===== src/rtl/seq_scan_if.sv =====
// Handshake/config bundle for the serial scan controller.
// master: drives config/start/data; slave: returns busy/done/hit/ser_bit/match_cnt.
interface seq_scan_if #(
    parameter int WORD_W = 16,
    parameter int PAT_W  = 4,
    parameter int CNT_W  = 5
);
    logic              cfg_we;
    logic [PAT_W-1:0]  cfg_pat;
    logic              cfg_ovl;
    logic              start;
    logic [WORD_W-1:0] data_in;
    logic              busy;
    logic              done;
    logic              hit;
    logic              ser_bit;
    logic [CNT_W-1:0]  match_cnt;

    modport master (
        output cfg_we, cfg_pat, cfg_ovl, start, data_in,
        input  busy, done, hit, ser_bit, match_cnt
    );

    modport slave (
        input  cfg_we, cfg_pat, cfg_ovl, start, data_in,
        output busy, done, hit, ser_bit, match_cnt
    );
endinterface


===== src/rtl/seq_scan_ctrl.sv =====
// Serial scan controller: shifts a start-latched word MSB-first through a
// programmable PAT_W-bit pattern window and counts matches.
// Ports: clk, reset (async, active-high), bus (seq_scan_if.slave):
//   cfg_we/cfg_pat/cfg_ovl config, start/data_in scan request,
//   busy/done/hit/ser_bit/match_cnt status.
module seq_scan_ctrl #(
    parameter int WORD_W = 16,
    parameter int PAT_W  = 4,
    parameter int CNT_W  = 5
) (
    input  logic       clk,
    input  logic       reset,
    seq_scan_if.slave  bus
);
    typedef enum logic [1:0] {
        S_IDLE,
        S_SHIFT,
        S_DONE
    } state_t;

    localparam int FILL_W = $clog2(PAT_W + 1);
    localparam int BCNT_W = $clog2(WORD_W);

    localparam logic [FILL_W-1:0] FILL_FULL = FILL_W'(PAT_W);
    localparam logic [BCNT_W-1:0] BCNT_LAST = BCNT_W'(WORD_W - 1);
    // Power-on pattern is the classic 1010 detector.
    localparam logic [PAT_W-1:0]  PAT_RST   = PAT_W'(4'b1010);

    state_t              state_q;
    logic [WORD_W-1:0]   shreg_q;
    logic [PAT_W-1:0]    win_q;
    logic [FILL_W-1:0]   fill_q;
    logic [BCNT_W-1:0]   bitcnt_q;
    logic [PAT_W-1:0]    pat_q;
    logic                ovl_q;
    logic [CNT_W-1:0]    cnt_q;
    logic                busy_q;
    logic                done_q;
    logic                hit_q;

    logic                ser_bit;
    logic [PAT_W-1:0]    win_d;
    logic [FILL_W-1:0]   fill_d;
    logic [CNT_W-1:0]    cnt_d;
    logic                match;

    // Scanned bit is taken straight from the shift register MSB.
    assign ser_bit = (state_q == S_SHIFT) && shreg_q[WORD_W-1];

    // Match is judged on the window as it will be after this edge.
    always_comb begin
        win_d  = {win_q[PAT_W-2:0], ser_bit};
        fill_d = (fill_q == FILL_FULL) ? fill_q : fill_q + 1'b1;
        match  = (fill_d == FILL_FULL) && (win_d == pat_q);
        cnt_d  = (cnt_q == '1) ? cnt_q : cnt_q + 1'b1;
    end

    always_ff @(posedge clk or posedge reset) begin
        if (reset) begin
            state_q  <= S_IDLE;
            shreg_q  <= '0;
            win_q    <= '0;
            fill_q   <= '0;
            bitcnt_q <= '0;
            pat_q    <= PAT_RST;
            ovl_q    <= 1'b1;
            cnt_q    <= '0;
            busy_q   <= 1'b0;
            done_q   <= 1'b0;
            hit_q    <= 1'b0;
        end else begin
            unique case (state_q)
                S_IDLE: begin
                    done_q <= 1'b0;
                    hit_q  <= 1'b0;
                    // Config lands on the same edge as start, so the
                    // scan that starts here already sees it.
                    if (bus.cfg_we) begin
                        pat_q <= bus.cfg_pat;
                        ovl_q <= bus.cfg_ovl;
                    end
                    if (bus.start) begin
                        shreg_q  <= bus.data_in;
                        cnt_q    <= '0;
                        win_q    <= '0;
                        fill_q   <= '0;
                        bitcnt_q <= '0;
                        busy_q   <= 1'b1;
                        state_q  <= S_SHIFT;
                    end
                end
                S_SHIFT: begin
                    shreg_q  <= shreg_q << 1;
                    win_q    <= win_d;
                    bitcnt_q <= bitcnt_q + 1'b1;
                    hit_q    <= match;
                    if (match) begin
                        cnt_q  <= cnt_d;
                        // Non-overlap mode demands PAT_W fresh bits.
                        fill_q <= ovl_q ? fill_d : '0;
                    end else begin
                        fill_q <= fill_d;
                    end
                    if (bitcnt_q == BCNT_LAST) begin
                        busy_q  <= 1'b0;
                        done_q  <= 1'b1;
                        state_q <= S_DONE;
                    end
                end
                S_DONE: begin
                    done_q  <= 1'b0;
                    hit_q   <= 1'b0;
                    state_q <= S_IDLE;
                end
                default: begin
                    busy_q  <= 1'b0;
                    done_q  <= 1'b0;
                    hit_q   <= 1'b0;
                    state_q <= S_IDLE;
                end
            endcase
        end
    end

    assign bus.busy      = busy_q;
    assign bus.done      = done_q;
    assign bus.hit       = hit_q;
    assign bus.ser_bit   = ser_bit;
    assign bus.match_cnt = cnt_q;
endmodule

===== src/flat_wrapper.sv =====
// flat-port wrapper written by rule: the top's interface ports become plain ports
module seq_scan_ctrl_flat 
#(
    parameter int WORD_W = 16,
    parameter int PAT_W  = 4,
    parameter int CNT_W  = 5
)
  (clk, reset, bus_cfg_we, bus_cfg_pat, bus_cfg_ovl, bus_start, bus_data_in, bus_busy, bus_done, bus_hit, bus_ser_bit, bus_match_cnt);
  seq_scan_if #(.WORD_W(WORD_W), .PAT_W(PAT_W), .CNT_W(CNT_W)) bus_i ();
  input  logic clk;
  input  logic reset;
  input wire logic [$bits(bus_i.cfg_we)-1:0] bus_cfg_we;
  input wire logic [$bits(bus_i.cfg_pat)-1:0] bus_cfg_pat;
  input wire logic [$bits(bus_i.cfg_ovl)-1:0] bus_cfg_ovl;
  input wire logic [$bits(bus_i.start)-1:0] bus_start;
  input wire logic [$bits(bus_i.data_in)-1:0] bus_data_in;
  output wire logic [$bits(bus_i.busy)-1:0] bus_busy;
  output wire logic [$bits(bus_i.done)-1:0] bus_done;
  output wire logic [$bits(bus_i.hit)-1:0] bus_hit;
  output wire logic [$bits(bus_i.ser_bit)-1:0] bus_ser_bit;
  output wire logic [$bits(bus_i.match_cnt)-1:0] bus_match_cnt;
  assign bus_i.cfg_we = bus_cfg_we;
  assign bus_i.cfg_pat = bus_cfg_pat;
  assign bus_i.cfg_ovl = bus_cfg_ovl;
  assign bus_i.start = bus_start;
  assign bus_i.data_in = bus_data_in;
  assign bus_busy = bus_i.busy;
  assign bus_done = bus_i.done;
  assign bus_hit = bus_i.hit;
  assign bus_ser_bit = bus_i.ser_bit;
  assign bus_match_cnt = bus_i.match_cnt;
  seq_scan_ctrl #(.WORD_W(WORD_W), .PAT_W(PAT_W), .CNT_W(CNT_W)) u_core (.clk(clk), .reset(reset), .bus(bus_i));
endmodule

===== config.mk =====
export PLATFORM = sky130hd
export DESIGN_NAME = seq_scan_ctrl_flat
export DESIGN_NICKNAME = d
export VERILOG_FILES = /design/src/rtl/seq_scan_if.sv /design/src/rtl/seq_scan_ctrl.sv /design/src/flat_wrapper.sv
export SDC_FILE = /design/constraint.sdc
export NUM_CORES = 1
export LEC_CHECK = 0
export BUFFER_PORTS_ARGS = -buffer_cell sky130_fd_sc_hd__buf_2
export CORE_MARGIN = 2
export CORE_UTILIZATION = 50
export CTS_BUF_LIST = sky130_fd_sc_hd__clkbuf_4
export DETAILED_ROUTE_END_ITERATION = 7
export GPL_TIMING_DRIVEN = 0
export PLACE_DENSITY = 0.72
export SYNTH_ARGS = -nofsm -noshare
export SYNTH_HDL_FRONTEND = slang
export SYNTH_SLANG_ARGS = --single-unit

===== constraint.sdc =====
create_clock -name clk -period 2.67 [get_ports clk]
set_clock_uncertainty 0.1 [all_clocks]
set_input_delay 0.534 -clock clk [delete_from_list [all_inputs] [get_ports clk]]
set_output_delay 0.534 -clock clk [all_outputs]
set_load 0.01 [all_outputs]

==> qor.txt <==
status: finished, final reports clean
delay-heaviest family, CP: flip-flops
CTS sink cnt: 41
Crit path buffers/inverters: 3
Slew HR: 44.5%
Reg power frac: 46.9%
Period minus WS final: 2070 ps
Final Hold Fails: 0
Post-Syn Area: 2080 um2
Max VDD drop: 0.512 mV
chip height: 68.5 um
Seq/Total Area, Yosys: 49.5%
Area growth syn-to-layout: 13.3%
DP Worst Slack: 621 ps
post-DP HPWL: 3.05 mm
row count: 23
fin nets: 275
commonest cells in the netlist: 38 x dfrtp_1, 17 x a21oi_1, 17 x nor2b_1, 15 x a22oi_1, 14 x o21ai_0
# diodes: 0
first-pass GRT wire length: 7.00 mm
postcts setup bufs: 0
final worst slack: 597 ps
Setup CP Type: reg2out
crit path cell chain: buf_2, nand3b_1, inv_1, buf_2
Die Wd: 68.5 um
post-synth cell types: 39
synthesized area per cell: 10.1 um2
Sw Ratio: 39.4%
final WL: 4.20 mm
port buffer count: 33
initial DRC count: 107
final period utilization: 77.6%
slowest stage delay, CP: 420 ps
clk root buf: clkbuf_4
vias per cell: 5.45
RSZ-0062 raised after global routing: false
Tot Pwr: 2.29 mW
worst-path fanout max: 10
CP required: 2040 ps
hold buffer count at cts: 0
Max Transition Viols Final: 0
EDFF count, synth: 0
synthesized netlist net count: 235
CTS max path bufs: 2
# IOs: 34
Clock power frac: 12.6%
top-count cell post-synth: dfrtp_1
CTS tree: built
RD Place Congestion: 0.810
Cell Int Power: 1.39 mW
clk slew on worst S/H paths: 120 ps
vias in the first global route: 1527
P per Cell Area: 972 nW/um2
CP Capture Type: output port
Main synth FF type: dfrtp_1
ys async rst share: 100%
post_cts resized: 0
share of layout cells above drive strength 1: 23.2%
Net Sw Power: 0.903 mW
Placed Cells incl. Taps: 288
CP arrival: 1440 ps
top-area cell type share of the netlist area: 45.7%
Post-DRT Antenna Nets: 0
HP Class: in2async
total number of vias: 1614
setup_tns: 0 ps
Cells after Synth: 205
Final Non-Filler Cells: 296
drt first pass iters: 5
main area contributors after synthesis: dfrtp_1 46%, a22oi_1 5.4%, nor2b_1 5.1%
H-tree depth: 2
Remaining DRCs: 0
FMAX: 482 MHz
Hold Worst Slack: 243 ps
largest net degree at the start of global routing: 42
CTS Buf Count: 5
CP Launch Type: flop
core box area: 4000 um2
Starting Density: 52.0%
antenna violations before repair: 0
combinational share of power: 40.5%
WL/cell: 14.2 um
flops & latches, synth: 41
max cap viols: 0
gr usage total: 20.1%
Final setup viols: 0
slowest library cell on the worst path: dfrtp_1
die area: 4690 um2
LEAKAGE: 1.14 nW
gr ovfl total: 0
later-pin clock latency in the skew report: 350 ps
Yosys top cell by area: dfrtp_1
CP most frequent cell: buf_2
Worst-Margin Slew: 831 ps
synth warn: 0
## power groups by stage
stage	combinational [mW]	sequential [mW]	clock, mW
global route	1.06	1.11	0.323
detailed placement	0.929	1.09	0
CTS	0.933	1.07	0.301
finish	0.928	1.07	0.290
global placement	0.903	1.08	0
floorplan	0.714	1.05	0
## through the flow
step | area, um2 | util [%]
floorplan | 2080 | -
global placement | 2310 | 57.7
detailed placement | 2310 | 57.7
CTS | 2360 | 59.0
global route | 2360 | 59.0
finish | 2360 | 59.0
## cell type report
cell class / count / area (um2)
tap: 50 / 62.6
fill: 346 / 1640
inverter: 9 / 33.8
buffer: 12 / 50.0
clock buffer: 5 / 37.5
sequential: 41 / 1030
multi-input combinational: 143 / 967
clock inverter: 3 / 12.5
timing repair buffer: 33 / 165
## worst register-to-register path, stage by stage, from the launching register on
cell and delay [ps]:
dfrtp_1 440, inv_1 80, ha_1 250, or3b_1 420, a31oi_2 310, nand4b_2 200
mux2i_1 160
## final timing paths
path / cells after the start / end / start / slack, ps
hold / removal: 2 / u_core.shreg_q[2] / reset / 240
max in group asynchronous: 2 / u_core.win_q[1] / reset / 1700
hold reg to reg: 1 / u_core.bitcnt_q[3] / u_core.bitcnt_q[3] / 400
min in group clk: 2 / u_core.pat_q[2] / bus_cfg_pat[2] / 320
setup reg to reg: 6 / u_core.bus.match_cnt[1] / u_core.fill_q[0] / 600
setup / recovery: 4 / bus_ser_bit / u_core.state_q[1] / 600
## logic make-up after synthesis
family                   synth area share [%]
XOR/XNOR                                 2.10
buffers and inverters                    4.03
flip-flops                               49.5
AND/OR/NAND/NOR                          16.2
adder cells (fa/ha/maj)                  3.01
AO/OA/AOI/OAI                            20.1
multiplexers                             5.11
## cells in the final DEF (no fill, tap or decap), types with 2 or more instances in the layout
| cell type | netlist | final |
|---|---|---|
| a21oi_1 | 17 | 17 |
| dfrtp_1 | 38 | 38 |
| xor2_1 | 4 | 4 |
| nor2b_1 | 17 | 17 |
| mux2_2 | 5 | 5 |
| inv_1 | 9 | 8 |
| clkbuf_4 | 0 | 5 |
| o21ai_1 | 8 | 8 |
| and3_1 | 4 | 4 |
| a22o_1 | 4 | 4 |
| nand2_1 | 12 | 12 |
| nand3_1 | 2 | 2 |
| clkbuf_1 | 8 | 8 |
| buf_2 | 4 | 37 |
| and2_1 | 2 | 2 |
| nand4_1 | 3 | 3 |
| dfstp_2 | 3 | 3 |
| nand2b_1 | 3 | 3 |
| ha_1 | 5 | 5 |
| mux2i_1 | 5 | 5 |
| o21ai_0 | 14 | 14 |
| a22oi_1 | 15 | 15 |
| nor2_1 | 6 | 6 |
| clkinv_1 | 0 | 2 |
## registers in the layout (all words and copies together), names as in the netlist, 2 cells and up
signal / flops
u_core.bus.match_cnt: 5
u_core.bitcnt_q: 4
u_core.fill_q: 3
u_core.shreg_q: 16
u_core.state_q: 2
u_core.pat_q: 4
u_core.win_q: 3
## layer usage
metal,track usage [%],part of all wire [%],up-vias
met4,6.00,1.0,0
met5,0,0,-
li1,-,-,816
met1,27.8,49,763
met2,31.9,46,29
met3,4.38,4.3,6
Power figures use the tool's default switching activity.
